## src/rtl/regfile_scoreboard_pkg.sv

```systemverilog
// Shared sizing constants for the integer register file and its pending-write scoreboard.
package regfile_scoreboard_pkg;

    localparam int REG_ADDR_WIDTH = 5;
    localparam int WORD_WIDTH     = 32;
    localparam int PEND_WIDTH     = 2;
    localparam int NREG           = 2 ** REG_ADDR_WIDTH;

    // Largest value a pending counter can hold before issue must be held off.
    function automatic logic [PEND_WIDTH-1:0] pend_max();
        return '1;
    endfunction

endpackage

```

## src/rtl/regfile_sb_pend.sv

```systemverilog
// One pending-write counter: counts issued-but-not-retired writes to a single register.
module regfile_sb_pend #(
    parameter int PEND_W = 2
) (
    input  logic              clk_i,
    input  logic              rst_n_i,
    input  logic              inc_i,
    input  logic              dec_i,
    output logic [PEND_W-1:0] cnt_o,
    output logic              uflow_o
);

    logic [PEND_W-1:0] cnt_q, cnt_d;

    always_comb begin
        cnt_d   = cnt_q;
        uflow_o = dec_i && (cnt_q == '0);
        // issue and retire on the same edge cancel; a retire with nothing pending saturates at 0
        if (inc_i && !dec_i) begin
            cnt_d = cnt_q + PEND_W'(1);
        end else if (dec_i && !inc_i && (cnt_q != '0)) begin
            cnt_d = cnt_q - PEND_W'(1);
        end
    end

    always_ff @(posedge clk_i or negedge rst_n_i) begin
        if (!rst_n_i) begin
            cnt_q <= '0;
        end else begin
            cnt_q <= cnt_d;
        end
    end

    assign cnt_o = cnt_q;

endmodule

```

## src/rtl/regfile_scoreboard.sv

```systemverilog
// Integer register file with two bypassed read ports and a per-register pending-write
// scoreboard that holds decode off until its sources and destination slot are available.
module regfile_scoreboard
    import regfile_scoreboard_pkg::*;
#(
    parameter int ADDR_W = REG_ADDR_WIDTH,
    parameter int WORD_W = WORD_WIDTH,
    parameter int PEND_W = PEND_WIDTH
) (
    input  logic              clk_i,
    input  logic              rst_n_i,
    input  logic [ADDR_W-1:0] rs1_addr_i,
    input  logic [ADDR_W-1:0] rs2_addr_i,
    input  logic              rs1_ren_i,
    input  logic              rs2_ren_i,
    output logic [WORD_W-1:0] rs1_data_o,
    output logic [WORD_W-1:0] rs2_data_o,
    input  logic              issue_valid_i,
    input  logic              issue_rd_wen_i,
    input  logic [ADDR_W-1:0] issue_rd_addr_i,
    output logic              stall_o,
    input  logic              wb_rd_wen_i,
    input  logic [ADDR_W-1:0] wb_rd_addr_i,
    input  logic [WORD_W-1:0] wb_data_i,
    output logic              sb_err_o
);

    localparam int                 NR   = 2 ** ADDR_W;
    localparam logic [PEND_W-1:0]  PMAX = '1;

    logic [WORD_W-1:0]            regs_q [NR];
    logic [NR-1:0][PEND_W-1:0]    pend;
    logic [NR-1:1]                inc, dec, uflow;
    logic                         sb_err_q, sb_err_d;

    logic [1:0][ADDR_W-1:0]       rs_addr;
    logic [1:0]                   rs_ren;
    logic [1:0][WORD_W-1:0]       rs_data;
    logic [1:0]                   wb_hit, haz;
    logic                         rd_full, acc;

    assign rs_addr = {rs2_addr_i, rs1_addr_i};
    assign rs_ren  = {rs2_ren_i, rs1_ren_i};

    // Architectural state; x0 is never written so it stays at its reset value.
    always_ff @(posedge clk_i or negedge rst_n_i) begin
        if (!rst_n_i) begin
            for (int r = 0; r < NR; r++) begin
                regs_q[r] <= '0;
            end
        end else if (wb_rd_wen_i && (wb_rd_addr_i != '0)) begin
            regs_q[wb_rd_addr_i] <= wb_data_i;
        end
    end

    // A source whose single outstanding write retires this cycle is served by the bypass.
    always_comb begin
        rs_data = '0;
        wb_hit  = '0;
        haz     = '0;
        for (int p = 0; p < 2; p++) begin
            wb_hit[p] = wb_rd_wen_i && (wb_rd_addr_i == rs_addr[p]) && (rs_addr[p] != '0);
            if (rs_addr[p] == '0) begin
                rs_data[p] = '0;
            end else if (wb_hit[p]) begin
                rs_data[p] = wb_data_i;
            end else begin
                rs_data[p] = regs_q[rs_addr[p]];
            end
            haz[p] = rs_ren[p] && (rs_addr[p] != '0) &&
                     (pend[rs_addr[p]] > PEND_W'(wb_hit[p]));
        end
    end

    assign rs1_data_o = rs_data[0];
    assign rs2_data_o = rs_data[1];

    always_comb begin
        rd_full = issue_rd_wen_i && (issue_rd_addr_i != '0) && (pend[issue_rd_addr_i] == PMAX);
        stall_o = issue_valid_i && (haz[0] || haz[1] || rd_full);
        acc     = issue_valid_i && !stall_o && issue_rd_wen_i && (issue_rd_addr_i != '0);
    end

    always_comb begin
        inc = '0;
        dec = '0;
        for (int r = 1; r < NR; r++) begin
            inc[r] = acc && (issue_rd_addr_i == ADDR_W'(r));
            dec[r] = wb_rd_wen_i && (wb_rd_addr_i == ADDR_W'(r));
        end
    end

    assign pend[0] = '0;

    for (genvar r = 1; r < NR; r++) begin : g_pend
        regfile_sb_pend #(
            .PEND_W (PEND_W)
        ) u_pend (
            .clk_i   (clk_i),
            .rst_n_i (rst_n_i),
            .inc_i   (inc[r]),
            .dec_i   (dec[r]),
            .cnt_o   (pend[r]),
            .uflow_o (uflow[r])
        );
    end

    assign sb_err_d = sb_err_q | (|uflow);

    always_ff @(posedge clk_i or negedge rst_n_i) begin
        if (!rst_n_i) begin
            sb_err_q <= 1'b0;
        end else begin
            sb_err_q <= sb_err_d;
        end
    end

    assign sb_err_o = sb_err_q;

endmodule

```

## config.mk

```make
export PLATFORM = sky130hd
export DESIGN_NAME = regfile_scoreboard
export DESIGN_NICKNAME = d
export VERILOG_FILES = /design/src/rtl/regfile_scoreboard_pkg.sv /design/src/rtl/regfile_sb_pend.sv /design/src/rtl/regfile_scoreboard.sv
export SDC_FILE = /design/constraint.sdc
export NUM_CORES = 2
export LEC_CHECK = 0
export CORE_ASPECT_RATIO = 1.25
export CORE_UTILIZATION = 65
export CTS_BUF_LIST = sky130_fd_sc_hd__clkbuf_8
export DETAILED_ROUTE_END_ITERATION = 8
export PLACE_DENSITY_LB_ADDON = 0.08
export SLEW_MARGIN = 10
export SYNTH_ARGS = -nofsm -noshare
export SYNTH_HDL_FRONTEND = slang
export SYNTH_HIERARCHICAL = 1
export SYNTH_SLANG_ARGS = --single-unit
```

## constraint.sdc

```tcl
create_clock -name clk_i -period 6.7 [get_ports clk_i]
set_input_delay 1.005 -clock clk_i [delete_from_list [all_inputs] [get_ports clk_i]]
set_output_delay 1.005 -clock clk_i [all_outputs]
set_load 0.02 [all_outputs]
```

==> results <==
- The top achievable clock speed is 177 MHz.
- The initial utilization of the core area, before any placement, comes to 65.5%.
- The routed design uses 90.2 mm of met2 wire.
- The worst setup path is captured at an output pin.
- The number of vias per cell after detailed routing is 7.06.
- Of all nets on the critical path, the largest fanout is 56.
- The number of cells produced by synthesis is 5037.
- The clock drives 1087 sinks.
- The number of buffers added by the clock tree synthesis step is 170.
- The CTS tree is built.
- The transition time of the tightest slew-check pin is 1350 ps.
- The synthesized net count is 5098.
- The netlist uses 64 different library cells.
- The total global routing track utilization is 42.7%.
- The routed metal-1 wire length is 69.9 mm.
- The die width is 276 um.
- The critical path's most frequent cell is sky130_fd_sc_hd__mux4_2.
- The routed layout has 44800 vias.
- The half-perimeter wire length of the detailed placement result is 111 mm.
- The floorplan step defined a core boundary enclosing 0.0929 mm2.
- For the finished layout, the period the worst path requires is 5660 ps.
- Data on the critical path arrives at its endpoint at 4650 ps.
- The share of synthesized registers carrying an async set or reset is 100%.
- The largest incremental delay on the critical path is 720 ps.
- Setup violations remaining at the end of the flow were counted as 0.
- The area growth from synthesis to layout is 9.44%.
- Across the run, the number of max-cap violations was 0.
- Summed over all layers, the global routing overflow is 0.
- The first TritonRoute pass finished after 9 iterations.
- The detail route stage leaves a number of antenna-violating nets equal to 0.
- After detailed routing, the total wire length is 196 mm.
- The root cell of the clock tree is sky130_fd_sc_hd__clkbuf_8.
- The number of endpoints with negative hold slack in the final report is 0.
- The floorplan step defined a die boundary enclosing 0.0949 mm2.
- The average detailed-routed wire length per instance is 31.0 um.
- In this run, the number of DRC markers left after iteration 0 of detailed routing was 5889.
- The flow ran to the end, and the final reports show no timing, DRC or antenna violations.
- The proportion of synthesized chip area in sequential cells is 44.7%.
- The largest individual stage delay along the critical path comes from the cell sky130_fd_sc_hd__buf_4.
- The number of buffers inserted by port buffering is 124.
- The number of global-route vias before repair is 44700.
- The worst path uses 84.4% of the clock period.
- The setup TNS is 0 ps.
- The post-layout net count is 5054.
- Setup repair after global routing left no endpoint under its margin.
- The worst register-to-register path has a depth of 13.
- Clock latency on the worst-skew pair, taken at its later pin, is 850 ps.
- The total number of placement rows is 125.
- For this run, design rule violations remaining after detail routing come to 0.
- The number of setup buffers added after CTS is 0.
- The class of the most critical hold timing path is in2async.
- In this run the power density over the cells is 283 mW/mm2.
- The first global-routing pass estimated 291 mm of wire.
- The most common flop cell mapped by yosys is sky130_fd_sc_hd__dfrtp_1.
- The area of the mapped netlist is 0.0609 mm2.
- At the end of routability-driven placement, the weighted congestion stood at 0.911.
- The count of filler cells inserted in the layout is 6385.
- The ratio of cells with drive above 1 in the final layout is 32.0%.
- The height of the die is 344 um.
- Synthesis inferred 1087 register bits.
- The worst max-slew margin expressed relative to the limit is 10.1%.
- The number of pins exceeding their max-slew limit in the final report is 0.
- The critical path goes through buf_8, buf_4, mux4_2, mux4_2, mux2i_1, a211oi_1, clkdlybuf4s50_1.
- The worst ir drop on vdd is 213 uV.
- STA classifies the critical path startpoint as an input port.
- The initial antenna violation count is 8.
- The largest clock skew in the final design is 24.5 ps.
- The overall power is 18.9 mW.
- In this run, synthesis inferred 0 flip-flops with an integrated enable.
- In this run the static leakage power is 30.2 nW.
- No sink is reached through more buffers than the 3 on the longest clock path.
- Entering global routing, the biggest net connects 169 pins.
- For this run, the number of Yosys warnings is 6.
- Wire segments on met3 add up to 23.6 mm in the final route.
- The critical path is of the in2out type.
- The post-cts resize count is 0.
- Dividing the synthesized area by the synthesized cell count gives 12.1 um2.
- After clock tree synthesis, the clock-pin slew on the worst setup and hold paths is 60 ps.
- The clock tree synthesis step divided the H-tree into 4 levels.
- For this design the top-level I/O count stands at 125.
- At the worst endpoint, the required time is 5690 ps.
- For this design, the CTS-stage hold fixing added 0 buffers.
- The uppermost metal layer occupied by signal nets is met5.
## metrics by stage
stage	hold slack, ps	setup slack, ps	area [um2]	utilization (%)	std cells
4_1_cts	167	1010	66600	71.7	6331
6_report	147	1040	66600	71.7	6341
3_3_place_gp	376	1050	63100	67.9	6027
3_5_place_dp	382	1030	63100	67.9	6027
5_1_grt	182	858	66600	71.7	6338
2_1_floorplan	441	1510	60900	-	5037
## power by group
part	internal [mW]	switching (mW)
combinational	2.44	1.91
clock	3.06	2.75
sequential	7.75	0.967
## synthesized netlist by cell type (5+ instances only)
| cell type | count | area share (%) |
|---|---|---|
| sky130_fd_sc_hd__nand2_1 | 1533 | 9.5 |
| sky130_fd_sc_hd__dfrtp_1 | 1087 | 45 |
| sky130_fd_sc_hd__mux4_2 | 669 | 25 |
| sky130_fd_sc_hd__mux2_2 | 517 | 9.6 |
| sky130_fd_sc_hd__clkbuf_1 | 291 | 1.8 |
| sky130_fd_sc_hd__nor2_1 | 125 | 0.77 |
| sky130_fd_sc_hd__mux2i_1 | 112 | 1.8 |
| sky130_fd_sc_hd__buf_1 | 82 | 0.51 |
| sky130_fd_sc_hd__buf_2 | 69 | 0.57 |
| sky130_fd_sc_hd__a21oi_1 | 64 | 0.53 |
| sky130_fd_sc_hd__a211oi_1 | 63 | 0.78 |
| sky130_fd_sc_hd__nor3b_1 | 37 | 0.46 |
| sky130_fd_sc_hd__nor2b_1 | 36 | 0.37 |
| sky130_fd_sc_hd__o21ai_1 | 34 | 0.28 |
| sky130_fd_sc_hd__and2b_1 | 31 | 0.38 |
| sky130_fd_sc_hd__nor4_1 | 31 | 0.32 |
| sky130_fd_sc_hd__or2_0 | 31 | 0.32 |
| sky130_fd_sc_hd__or2b_1 | 31 | 0.38 |
| sky130_fd_sc_hd__nand3_1 | 28 | 0.23 |
| sky130_fd_sc_hd__buf_4 | 26 | 0.32 |
| sky130_fd_sc_hd__inv_1 | 25 | 0.15 |
| sky130_fd_sc_hd__xnor2_1 | 10 | 0.14 |
| sky130_fd_sc_hd__nor3_1 | 9 | 0.074 |
| sky130_fd_sc_hd__nand2b_1 | 7 | 0.072 |
| sky130_fd_sc_hd__nand3b_1 | 7 | 0.086 |
| sky130_fd_sc_hd__buf_6 | 6 | 0.11 |
| sky130_fd_sc_hd__nand4_1 | 6 | 0.062 |
| sky130_fd_sc_hd__mux2_1 | 5 | 0.092 |
## cell families after synthesis
kind of cell    after synthesis  share of synthesized area (%)
simple gates               1941                           13.4
mux                        1303                           36.2
flops                      1087                           44.7
buf+inv                     499                           3.45
compound gates              195                           2.06
xor+xnor                     10                          0.144
fa+ha+maj                     2                         0.0411
## worst max-delay path, delay by kind of cell
family                 cells  cell delay, ps
AO/OA/AOI/OAI              1             240
buffers and inverters      3            1800
multiplexers               3            1460
## sequential cells by signal, summed over array words and instances (netlist names)
name                 cells
g_pend.u_pend/cnt_o     62
regs_q                1024
sb_err_o                 1
## routing by layer
layer	track usage [%]	vias to the layer above
met5	0	-
met3	11.5	695
met2	63.6	3096
met1	57.3	23000
li1	-	18000
met4	24.1	2
## path summary, 6_finish.rpt
check                                        endpoint                       start  slack [ps]
max                                     rs2_data_o[4]               rs2_addr_i[0]        1040
min reg2reg                               regs_q[993]                 regs_q[993]         400
min in group clk_i                        regs_q[993]                 regs_q[993]         400
max reg2reg                g_pend[18].u_pend/cnt_o[1]  g_pend[14].u_pend/cnt_o[0]        2480
min                        g_pend[25].u_pend/cnt_o[1]                     rst_n_i         150
max in group asynchronous                 regs_q[746]                     rst_n_i        4970
## cell type report
cell class | count | area, um2 | share of cell area [%]
Clock inverter | 95 | 619 | 0.930
Inverter | 25 | 98.8 | 0.148
Tap cell | 1206 | 1510 | 2.26
Clock buffer | 209 | 2880 | 4.32
Antenna cell | 10 | 25.0 | 0.0376
Sequential cell | 1087 | 27200 | 40.8
Multi-Input combinational cell | 3451 | 31800 | 47.7
Timing Repair Buffer | 258 | 2530 | 3.79
## cells in the final DEF, fill, tap and decap left out, drive strengths merged, types with 3 or more instances in the layout
master	instances
clkdlybuf4s50	114
clkinvlp	8
o21ai	35
clkinv	19
nand3	28
mux4	669
clkbuf	209
inv	87
o211ai	4
a21oi	64
nor3b	37
dfrtp	1087
diode	10
or2b	31
xnor2	10
nand2b	7
o32ai	3
mux2	522
or3	3
and2b	31
or2	37
buf	144
a311oi	4
nor4	32
nand3b	7
nor2b	36
nor2	125
nand4b	4
bufinv	6
a211oi	63
nor3	9
and3	4
nand2	1533
nand4	6
mux2i	112
No activity file was read; power rests on OpenSTA's default activity.
